===== src/rtl/fwd_sel_gen_pkg.sv =====
// Shared types and constants for the operand-forwarding select generator.
//   SEL_*         : one-hot-ish select codes for the EX-stage 4:1 operand muxes
//   stage_entry_t : destination tracking record for one in-flight pipeline stage
//   sel_pick      : youngest-first priority encoder from stage matches to a code
package fwd_sel_gen_pkg;

    localparam int REG_W = 5;
    localparam int SEL_W = 3;

    localparam logic [SEL_W-1:0] SEL_RF    = 3'b000;
    localparam logic [SEL_W-1:0] SEL_EXMEM = 3'b001;
    localparam logic [SEL_W-1:0] SEL_MEMWB = 3'b010;
    localparam logic [SEL_W-1:0] SEL_RET   = 3'b100;

    typedef struct packed {
        logic             valid;
        logic             we;
        logic [REG_W-1:0] rd;
        logic             is_load;
    } stage_entry_t;

    localparam stage_entry_t ENTRY_BUBBLE = '{valid: 1'b0, we: 1'b0, rd: 5'd0, is_load: 1'b0};

    // The youngest producer holds the most recent value of the register.
    function automatic logic [SEL_W-1:0] sel_pick(input logic ex_hit, input logic mem_hit,
                                                  input logic wb_hit);
        logic [SEL_W-1:0] code;
        if (ex_hit) begin
            code = SEL_EXMEM;
        end else if (mem_hit) begin
            code = SEL_MEMWB;
        end else if (wb_hit) begin
            code = SEL_RET;
        end else begin
            code = SEL_RF;
        end
        return code;
    endfunction

endpackage


===== src/rtl/fwd_sel_gen_if.sv =====
// ID-side bundle between the decode stage and the forwarding select generator.
//   master : decode/pipeline control side (drives en/flush/id_*, receives selects)
//   slave  : the select generator
interface fwd_sel_gen_if #(
    parameter int REG_W = 5,
    parameter int SEL_W = 3,
    parameter int CNT_W = 32
);
    logic             en;
    logic             flush;
    logic             id_valid;
    logic [REG_W-1:0] id_rs;
    logic [REG_W-1:0] id_rt;
    logic             id_use_rs;
    logic             id_use_rt;
    logic             id_we;
    logic [REG_W-1:0] id_rd;
    logic             id_is_load;
    logic [SEL_W-1:0] sel_a;
    logic [SEL_W-1:0] sel_b;
    logic             stall;
    logic [CNT_W-1:0] stall_cnt;

    modport master (
        output en, flush, id_valid, id_rs, id_rt, id_use_rs, id_use_rt,
               id_we, id_rd, id_is_load,
        input  sel_a, sel_b, stall, stall_cnt
    );

    modport slave (
        input  en, flush, id_valid, id_rs, id_rt, id_use_rs, id_use_rt,
               id_we, id_rd, id_is_load,
        output sel_a, sel_b, stall, stall_cnt
    );
endinterface


===== src/rtl/fwd_sel_gen_match.sv =====
// Combinational producer/consumer match for one stage entry and one source operand.
//   entry     : tracked stage record
//   idx       : source register index read by the ID instruction
//   use_r     : ID instruction actually reads idx
//   need_load : additionally require the producer to be a load (hazard detection)
//   match     : entry will write the register that is being read
module fwd_match
    import fwd_sel_gen_pkg::*;
(
    input  stage_entry_t     entry,
    input  logic [REG_W-1:0] idx,
    input  logic             use_r,
    input  logic             need_load,
    output logic             match
);

    // Register 0 is hard-wired and never forwarded.
    assign match = use_r & entry.valid & entry.we & (entry.rd == idx) &
                   (idx != {REG_W{1'b0}}) & (~need_load | entry.is_load);

endmodule


===== src/rtl/fwd_sel_gen.sv =====
// Operand-forwarding select generator beside the ID/EX register.
// Tracks destinations of instructions in EX, MEM and WB, produces registered
// select codes for the EX operand muxes (aligned with the instruction in EX),
// and raises a combinational one-cycle stall on load-use hazards.
//   clk, rst_n : clock, synchronous active-low reset
//   bus        : slave side of fwd_sel_gen_if (en, flush, id_*, sel_a/b, stall, stall_cnt)
module fwd_sel_gen #(
    parameter int REG_W = 5,
    parameter int SEL_W = 3,
    parameter int CNT_W = 32
) (
    input  logic         clk,
    input  logic         rst_n,
    fwd_sel_gen_if.slave bus
);
    import fwd_sel_gen_pkg::*;

    stage_entry_t     ex_r, mem_r, wb_r;
    logic [SEL_W-1:0] sel_a_r, sel_b_r;
    logic [CNT_W-1:0] stall_cnt_r;

    logic             ex_a_s, mem_a_s, wb_a_s;
    logic             ex_b_s, mem_b_s, wb_b_s;
    logic             ld_a_s, ld_b_s;
    logic             stall_s;
    logic             take_id_s;
    stage_entry_t     id_entry_s;
    logic [SEL_W-1:0] sel_a_nxt_s, sel_b_nxt_s;

    fwd_match u_ex_a  (.entry(ex_r),  .idx(bus.id_rs), .use_r(bus.id_use_rs), .need_load(1'b0), .match(ex_a_s));
    fwd_match u_mem_a (.entry(mem_r), .idx(bus.id_rs), .use_r(bus.id_use_rs), .need_load(1'b0), .match(mem_a_s));
    fwd_match u_wb_a  (.entry(wb_r),  .idx(bus.id_rs), .use_r(bus.id_use_rs), .need_load(1'b0), .match(wb_a_s));
    fwd_match u_ex_b  (.entry(ex_r),  .idx(bus.id_rt), .use_r(bus.id_use_rt), .need_load(1'b0), .match(ex_b_s));
    fwd_match u_mem_b (.entry(mem_r), .idx(bus.id_rt), .use_r(bus.id_use_rt), .need_load(1'b0), .match(mem_b_s));
    fwd_match u_wb_b  (.entry(wb_r),  .idx(bus.id_rt), .use_r(bus.id_use_rt), .need_load(1'b0), .match(wb_b_s));

    // A load still in EX has no data yet; these detect the load-use case.
    fwd_match u_ld_a  (.entry(ex_r),  .idx(bus.id_rs), .use_r(bus.id_use_rs), .need_load(1'b1), .match(ld_a_s));
    fwd_match u_ld_b  (.entry(ex_r),  .idx(bus.id_rt), .use_r(bus.id_use_rt), .need_load(1'b1), .match(ld_b_s));

    // Hazard detection and next-cycle selects; flush overrides stall.
    always_comb begin
        stall_s     = bus.en & bus.id_valid & ~bus.flush & (ld_a_s | ld_b_s);
        take_id_s   = bus.id_valid & ~bus.flush & ~stall_s;
        id_entry_s  = '{valid: 1'b1, we: bus.id_we, rd: bus.id_rd, is_load: bus.id_is_load};
        sel_a_nxt_s = SEL_RF;
        sel_b_nxt_s = SEL_RF;
        if (take_id_s) begin
            sel_a_nxt_s = sel_pick(ex_a_s, mem_a_s, wb_a_s);
            sel_b_nxt_s = sel_pick(ex_b_s, mem_b_s, wb_b_s);
        end else begin
            sel_a_nxt_s = SEL_RF;
            sel_b_nxt_s = SEL_RF;
        end
    end

    // Stage tracking and select registers; a stall still shifts MEM/WB and inserts a bubble.
    always_ff @(posedge clk) begin
        if (!rst_n) begin
            ex_r    <= ENTRY_BUBBLE;
            mem_r   <= ENTRY_BUBBLE;
            wb_r    <= ENTRY_BUBBLE;
            sel_a_r <= SEL_RF;
            sel_b_r <= SEL_RF;
        end else if (bus.en) begin
            wb_r    <= mem_r;
            mem_r   <= ex_r;
            ex_r    <= take_id_s ? id_entry_s : ENTRY_BUBBLE;
            sel_a_r <= sel_a_nxt_s;
            sel_b_r <= sel_b_nxt_s;
        end
    end

    // Saturating stall-cycle counter.
    always_ff @(posedge clk) begin
        if (!rst_n) begin
            stall_cnt_r <= {CNT_W{1'b0}};
        end else if (stall_s && (stall_cnt_r != {CNT_W{1'b1}})) begin
            stall_cnt_r <= stall_cnt_r + {{(CNT_W-1){1'b0}}, 1'b1};
        end
    end

    assign bus.sel_a     = sel_a_r;
    assign bus.sel_b     = sel_b_r;
    assign bus.stall     = stall_s;
    assign bus.stall_cnt = stall_cnt_r;

endmodule


===== src/flat_wrapper.sv =====
// flat-port wrapper written by rule: the top's interface ports become plain ports
module fwd_sel_gen_flat import fwd_sel_gen_pkg::*;
#(
    parameter int REG_W = 5,
    parameter int SEL_W = 3,
    parameter int CNT_W = 32
)
  (clk, rst_n, bus_en, bus_flush, bus_id_valid, bus_id_rs, bus_id_rt, bus_id_use_rs, bus_id_use_rt, bus_id_we, bus_id_rd, bus_id_is_load, bus_sel_a, bus_sel_b, bus_stall, bus_stall_cnt);
  fwd_sel_gen_if #(.REG_W(REG_W), .SEL_W(SEL_W), .CNT_W(CNT_W)) bus_i ();
  input  logic clk;
  input  logic rst_n;
  input wire logic [$bits(bus_i.en)-1:0] bus_en;
  input wire logic [$bits(bus_i.flush)-1:0] bus_flush;
  input wire logic [$bits(bus_i.id_valid)-1:0] bus_id_valid;
  input wire logic [$bits(bus_i.id_rs)-1:0] bus_id_rs;
  input wire logic [$bits(bus_i.id_rt)-1:0] bus_id_rt;
  input wire logic [$bits(bus_i.id_use_rs)-1:0] bus_id_use_rs;
  input wire logic [$bits(bus_i.id_use_rt)-1:0] bus_id_use_rt;
  input wire logic [$bits(bus_i.id_we)-1:0] bus_id_we;
  input wire logic [$bits(bus_i.id_rd)-1:0] bus_id_rd;
  input wire logic [$bits(bus_i.id_is_load)-1:0] bus_id_is_load;
  output wire logic [$bits(bus_i.sel_a)-1:0] bus_sel_a;
  output wire logic [$bits(bus_i.sel_b)-1:0] bus_sel_b;
  output wire logic [$bits(bus_i.stall)-1:0] bus_stall;
  output wire logic [$bits(bus_i.stall_cnt)-1:0] bus_stall_cnt;
  assign bus_i.en = bus_en;
  assign bus_i.flush = bus_flush;
  assign bus_i.id_valid = bus_id_valid;
  assign bus_i.id_rs = bus_id_rs;
  assign bus_i.id_rt = bus_id_rt;
  assign bus_i.id_use_rs = bus_id_use_rs;
  assign bus_i.id_use_rt = bus_id_use_rt;
  assign bus_i.id_we = bus_id_we;
  assign bus_i.id_rd = bus_id_rd;
  assign bus_i.id_is_load = bus_id_is_load;
  assign bus_sel_a = bus_i.sel_a;
  assign bus_sel_b = bus_i.sel_b;
  assign bus_stall = bus_i.stall;
  assign bus_stall_cnt = bus_i.stall_cnt;
  fwd_sel_gen #(.REG_W(REG_W), .SEL_W(SEL_W), .CNT_W(CNT_W)) u_core (.clk(clk), .rst_n(rst_n), .bus(bus_i));
endmodule

===== config.mk =====
export PLATFORM = sky130hd
export DESIGN_NAME = fwd_sel_gen_flat
export DESIGN_NICKNAME = d
export VERILOG_FILES = /design/src/rtl/fwd_sel_gen_pkg.sv /design/src/rtl/fwd_sel_gen_if.sv /design/src/rtl/fwd_sel_gen_match.sv /design/src/rtl/fwd_sel_gen.sv /design/src/flat_wrapper.sv
export SDC_FILE = /design/constraint.sdc
export NUM_CORES = 1
export LEC_CHECK = 0
export CORE_UTILIZATION = 53
export CTS_BUF_LIST = sky130_fd_sc_hd__clkbuf_8
export DETAILED_ROUTE_END_ITERATION = 10
export PLACE_DENSITY = 0.82
export SLEW_MARGIN = 30
export SYNTH_ARGS = -nofsm -noshare
export SYNTH_HDL_FRONTEND = slang
export SYNTH_SLANG_ARGS = --single-unit

===== constraint.sdc =====
create_clock -name clk -period 2.4 [get_ports clk]
set_input_delay 0.48 -clock clk [delete_from_list [all_inputs] [get_ports clk]]
set_output_delay 0.48 -clock clk [all_outputs]
set_load 0.05 [all_outputs]

## After elaboration in Yosys (flattened, before gate mapping)

Index checks and enable logic that the tools add are counted.

- Word-level logic and storage cells: 67
- Bits of input ports: 24
- Register bits after elaboration: 60
- Output and inout bits: 39

- Mux-type cells: 9
- Bitwise logic cells: 34
- Reduce and logical (&&, ||, !) cells: 3
- $add $sub $neg: 1
- Eq/ne operators: 7

Operators by type and width:

| kind | number |
|---|---|
| $add A32 B1 Y32 const B | 1 |
| $ne A32 B32 Y1 const B | 1 |
| $and A1 B1 Y1 | 31 |
| $eq A5 B5 Y1 | 6 |
| $mux W3 | 8 |
| $reduce_bool A5 Y1 | 2 |
| $mux W8 | 1 |
| $not A1 Y1 | 2 |
| $logic_and A1 B1 Y1 | 1 |
| $or A1 B1 Y1 | 1 |

## Logic depth before layout (Yosys ltp)

- Depth in word-level cells: 10
- Depth in mapped cells: 9
- Depth with buffers taken out: 7

## Cells and area by module

A second synthesis with hierarchy kept.

- Cells, all modules: 394
- Area total of the unflattened synthesis: 3601.0 sq um

By module, submodules not included:

| module | instances | area an instance (sq um) | cells each | seq. area each (sq um) |
|---|---|---|---|---|
| fwd_sel_gen | 1 | 2850.2 | 298 | 1241.2 |
| fwd_match | 8 | 93.8 | 12 | 0.0 |

## Least setup slack after synthesis

OpenSTA, ideal clock, no wires.

- Path type: input -> output
- Start point: input port bus_id_rs[3]
- End point: output port bus_stall
- Required time: 1920 ps
- Path slack: -86 ps
- Arrival: 2006 ps
- Stages on the path: 6
- Cell sequence: xor2_1 > nor4_1 > and3_4 > buf_2 > nor2_1 > nor2_1

- Longest elaborated chain between the ends: 6

RTL lines:

| element | line | RTL |
|---|---|---|
| start: declaration | flat_wrapper.sv:15 | `input wire logic [$bits(bus_i.id_rs)-1:0] bus_id_rs;` |
| $eq A5 B5 Y1 | fwd_sel_gen_match.sv:18 | `assign match = use_r & entry.valid & entry.we & (entry.rd == idx) &` |
| $and A1 B1 Y1 | fwd_sel_gen_match.sv:18 |  |
| $and A1 B1 Y1 (*) | fwd_sel_gen_match.sv:18 |  |
| $and A1 B1 Y1 (*) | fwd_sel_gen_match.sv:19 | `(idx != {REG_W{1'b0}}) & (~need_load \| entry.is_load);` |
| $or A1 B1 Y1 (*) | fwd_sel_gen.sv:43 | `stall_s = bus.en & bus.id_valid & ~bus.flush & (ld_a_s \| ld_b_s);` |
| $and A1 B1 Y1 (*) | fwd_sel_gen.sv:43 |  |
| end: declaration | flat_wrapper.sv:24 | `output wire logic [$bits(bus_i.stall)-1:0] bus_stall;` |

Every way passes the cells marked *; elsewhere a longest branch is shown, timed or not.

## Worst setup path in the final report

- Start point: input port bus_id_rt[0]
- End point: output port bus_stall

- Longest elaborated chain between the ends: 6

RTL lines:

| element | line | RTL |
|---|---|---|
| start: declaration | flat_wrapper.sv:16 | `input wire logic [$bits(bus_i.id_rt)-1:0] bus_id_rt;` |
| $eq A5 B5 Y1 | fwd_sel_gen_match.sv:18 |  |
| $and A1 B1 Y1 | fwd_sel_gen_match.sv:18 |  |
| $and A1 B1 Y1 (*) | fwd_sel_gen_match.sv:18 |  |
| $and A1 B1 Y1 (*) | fwd_sel_gen_match.sv:19 |  |
| $or A1 B1 Y1 (*) | fwd_sel_gen.sv:43 |  |
| $and A1 B1 Y1 (*) | fwd_sel_gen.sv:43 |  |

Marks and branches as above.

==> results.cfg <==
[route]
dr.pass1.iters = 4
route.met3.wl_um = 369
drt_iter0_markers = 211
wl_per_cell_um = 16.2
wl_met1_mm = 3.81
drc_errors = 0
met2_wirelength_mm = 3.77
via_count = 2890
avgViaCountPerCell = 5.76
highest_layer = met4
drtAntennaViolNets = 0
routed_wirelength_mm = 8.11

[sta]
hold_viol_final = 0
slew_violations = 0
setup_viol = 0
finalCritPeriodShare_pct = 98.1
timing.fmax_ghz = 0.425
slew_headroom_pct = 40.8
fin_hold_ws_ns = 0.469
tightest_slew_ns = 0.884
fin_worst_skew_ns = 0.00890
rsz0062_at_grt = false
setup_slack_ns = 0.0466
min_period_ns = 2.35

[yosys]
synth-edff-count = 0
synth_seq_area_share_pct = 39.5
synth-seq-cells = 60
ys.flop_type = dfxtp_1
netlist_area_um2 = 3040
syn_inst = 332
yosys_warnings = 0
syn-num-nets = 357
async_reset_ff_share_pct = 0
avgSynthCellArea_um2 = 9.17
ys_types = 46

[placement]
gp_congestion = 0.910
dpl_worst_slack_ns = -0.344
io_buffers = 62
dp_cells = 482
dp_hpwl_mm = 5.61

[final_layout]
layout-drive-gt1-share_pct = 18.4
most-common-layout-cells = dfxtp_1 (57), clkdlybuf4s50_1 (52), buf_4 (36), nor2_1 (31), xor2_1 (28)
n_antenna_cell = 0
nets = 450
instances_no_fill = 502
final_common_cell = dfxtp_1
syn_to_final_growth_pct = 38.3

[worst_setup_path]
critPathLaunch = bus_id_rt[0]
crit_fanout = 2
slowest_stage = or4_1
rrSetupSlack_ns = 0.19
cp-end-kind = output pin
reg2regPathDepth = 8
timing.rr.end = u_core.bus.stall_cnt[11]$_SDFFE_PN0P_
path_cells = dlygate4sd2_1, or4_1, o21a_1, and3_4, nor2_4, nor2_4, buf_12
max_stage_delay_ns = 0.46
crit_arrival_ns = 1.87
critPathMostFrequentCell = nor2_4
critPathLaunchType = input pin
crit_family = simple AND/OR/NAND/NOR gates
rr_startpoint = u_core.ex_r[3]$_SDFFE_PN0P_
critPathBufInv = 2
critPathKind = in2out
cp.required_ns = 1.92

[clock_network]
path_clk_slew_ns = 0.07
cts.sinks = 60
clock_path_buffers = 2
clkLatencyLatePin_ns = 0.35
cts_inserted_buffers = 9
clockRootBuffer = clkbuf_8
cts_tree = yes
cts_hold_buf = 0
htree_levels = 3

[outcome]
status = finished clean

[global_routing]
grt_pass1_vias = 2786
grt_start_max_net_pins = 43
grt_overflow = 0
antenna_found_initial = 0
grt_pass1_wl_mm = 13.4
grt_util_all_layers_pct = 28.3

[floorplanning]
initial_core_util_pct = 55.3
coreArea_um2 = 5510
ios = 63
die_y_um = 77.8
dieArea_um2 = 6050
rows = 27
fp.dieW_um = 77.8

[power_and_ir_drop]
peakVddDrop_v = 0.000451
powerDensity_nw_per_um2 = 541
power.leakage_nw = 1.59

[worst_hold_path]
whs_path_depth = 2
holdPathEnd = u_core.bus.sel_a[1]$_SDFFE_PN0P_
hp-start = u_core.bus.sel_a[1]$_SDFFE_PN0P_
hp-class = reg2reg

[job]
cap_violations = 0
worst max path at each step:
stage / end / slack, ns / cells after the start
after floorplan: u_core.bus.stall_cnt[31]$_SDFFE_PN0P_ / 0.04 / 6
after detailed placement: u_core.bus.stall_cnt[6]$_SDFFE_PN0P_ / -0.34 / 8
after global routing: bus_stall / 0.005 / 7
final: bus_stall / 0.05 / 7
after CTS: bus_stall / 0.02 / 7
after global placement: bus_stall / -0.27 / 7
sequential cells by signal (all words and copies together), names as in the netlist:
signal and count:
u_core.wb_r 7, u_core.ex_r 8, u_core.mem_r 7, u_core.bus.stall_cnt 32, u_core.bus.sel_a 3, u_core.bus.sel_b 3
per-layer routing:
| metal | track usage (%) | vias to the layer above |
|---|---|---|
| met2 | 43.7 | 82 |
| met3 | 7.06 | 14 |
| met4 | 9.25 | 0 |
| li1 | - | 1418 |
| met1 | 38.4 | 1376 |
| met5 | 0 | - |
cells in the mapped netlist (all sizes together), types with 5 or more instances:
| cell | count | area (um2) |
|---|---|---|
| dfxtp | 60 | 1200 |
| nor2 | 33 | 124 |
| xor2 | 28 | 245 |
| a21oi | 21 | 105 |
| o31ai | 19 | 143 |
| nand2 | 18 | 67.6 |
| mux2i | 15 | 150 |
| or4 | 15 | 113 |
| nand3 | 13 | 65.1 |
| nand4 | 12 | 90.1 |
| o21ai | 10 | 57.6 |
| xnor2 | 10 | 87.6 |
| a22o | 9 | 78.8 |
| buf | 9 | 63.8 |
| clkbuf | 8 | 40.0 |
| or3 | 7 | 43.8 |
| and3 | 5 | 38.8 |
| o211ai | 5 | 47.5 |
power breakdown:
group          switching [W]  total, W  internal [W]
sequential        0.00000818   0.00101       0.00100
clock               0.000431   0.00113      0.000696
combinational      0.0000666  0.000140     0.0000739
total               0.000506   0.00228       0.00177
kinds of logic (layout without fill, tap and decap cells):
logic type / count (synthesis) / count (layout) / synth area share (%)
buffers and inverters: 22 / 120 / 4.03
AOI/OAI and AO/OA: 73 / 73 / 17.6
adders and majority gates: 1 / 1 / 0.411
DFF: 60 / 60 / 39.5
xor gates and xnor gates: 38 / 38 / 10.9
muxes: 15 / 15 / 4.93
and+or+nand+nor: 123 / 123 / 22.6
cell type report:
cell class,instances,area [um2]
flip-flops and latches,60,1200
multi-input cells,250,1750
well taps,72,90.1
fillers,391,1290
clock inverters,7,124
clock buffers,9,124
repair buffers,99,901
inverters,5,18.8
through the flow:
step                total power (W)  util (%)  cell area [um2]  TNS, ns
floorplan                   0.00109         -             3050        0
global placement            0.00117      71.3             3920    -8.40
detailed placement          0.00117      71.3             3920   -10.63
CTS                         0.00229      76.6             4220        0
global route                0.00235      76.5             4210        0
finish                      0.00228      76.5             4210        0
tightest hold or removal path: stages (launching register included):
cell and delay, ns:
dfxtp_1 0.32, nand2_1 0.05, o31ai_1 0.05
what timing repair did:
action,in CTS,in global routing
pin swaps,9,1
setup endpoints to repair,1,2
buffers inserted,4,0
resized for setup,18,8
hold endpoints to repair,0,0
gates cloned,0,0
Note: power is estimated with default switching activity, not from simulation.
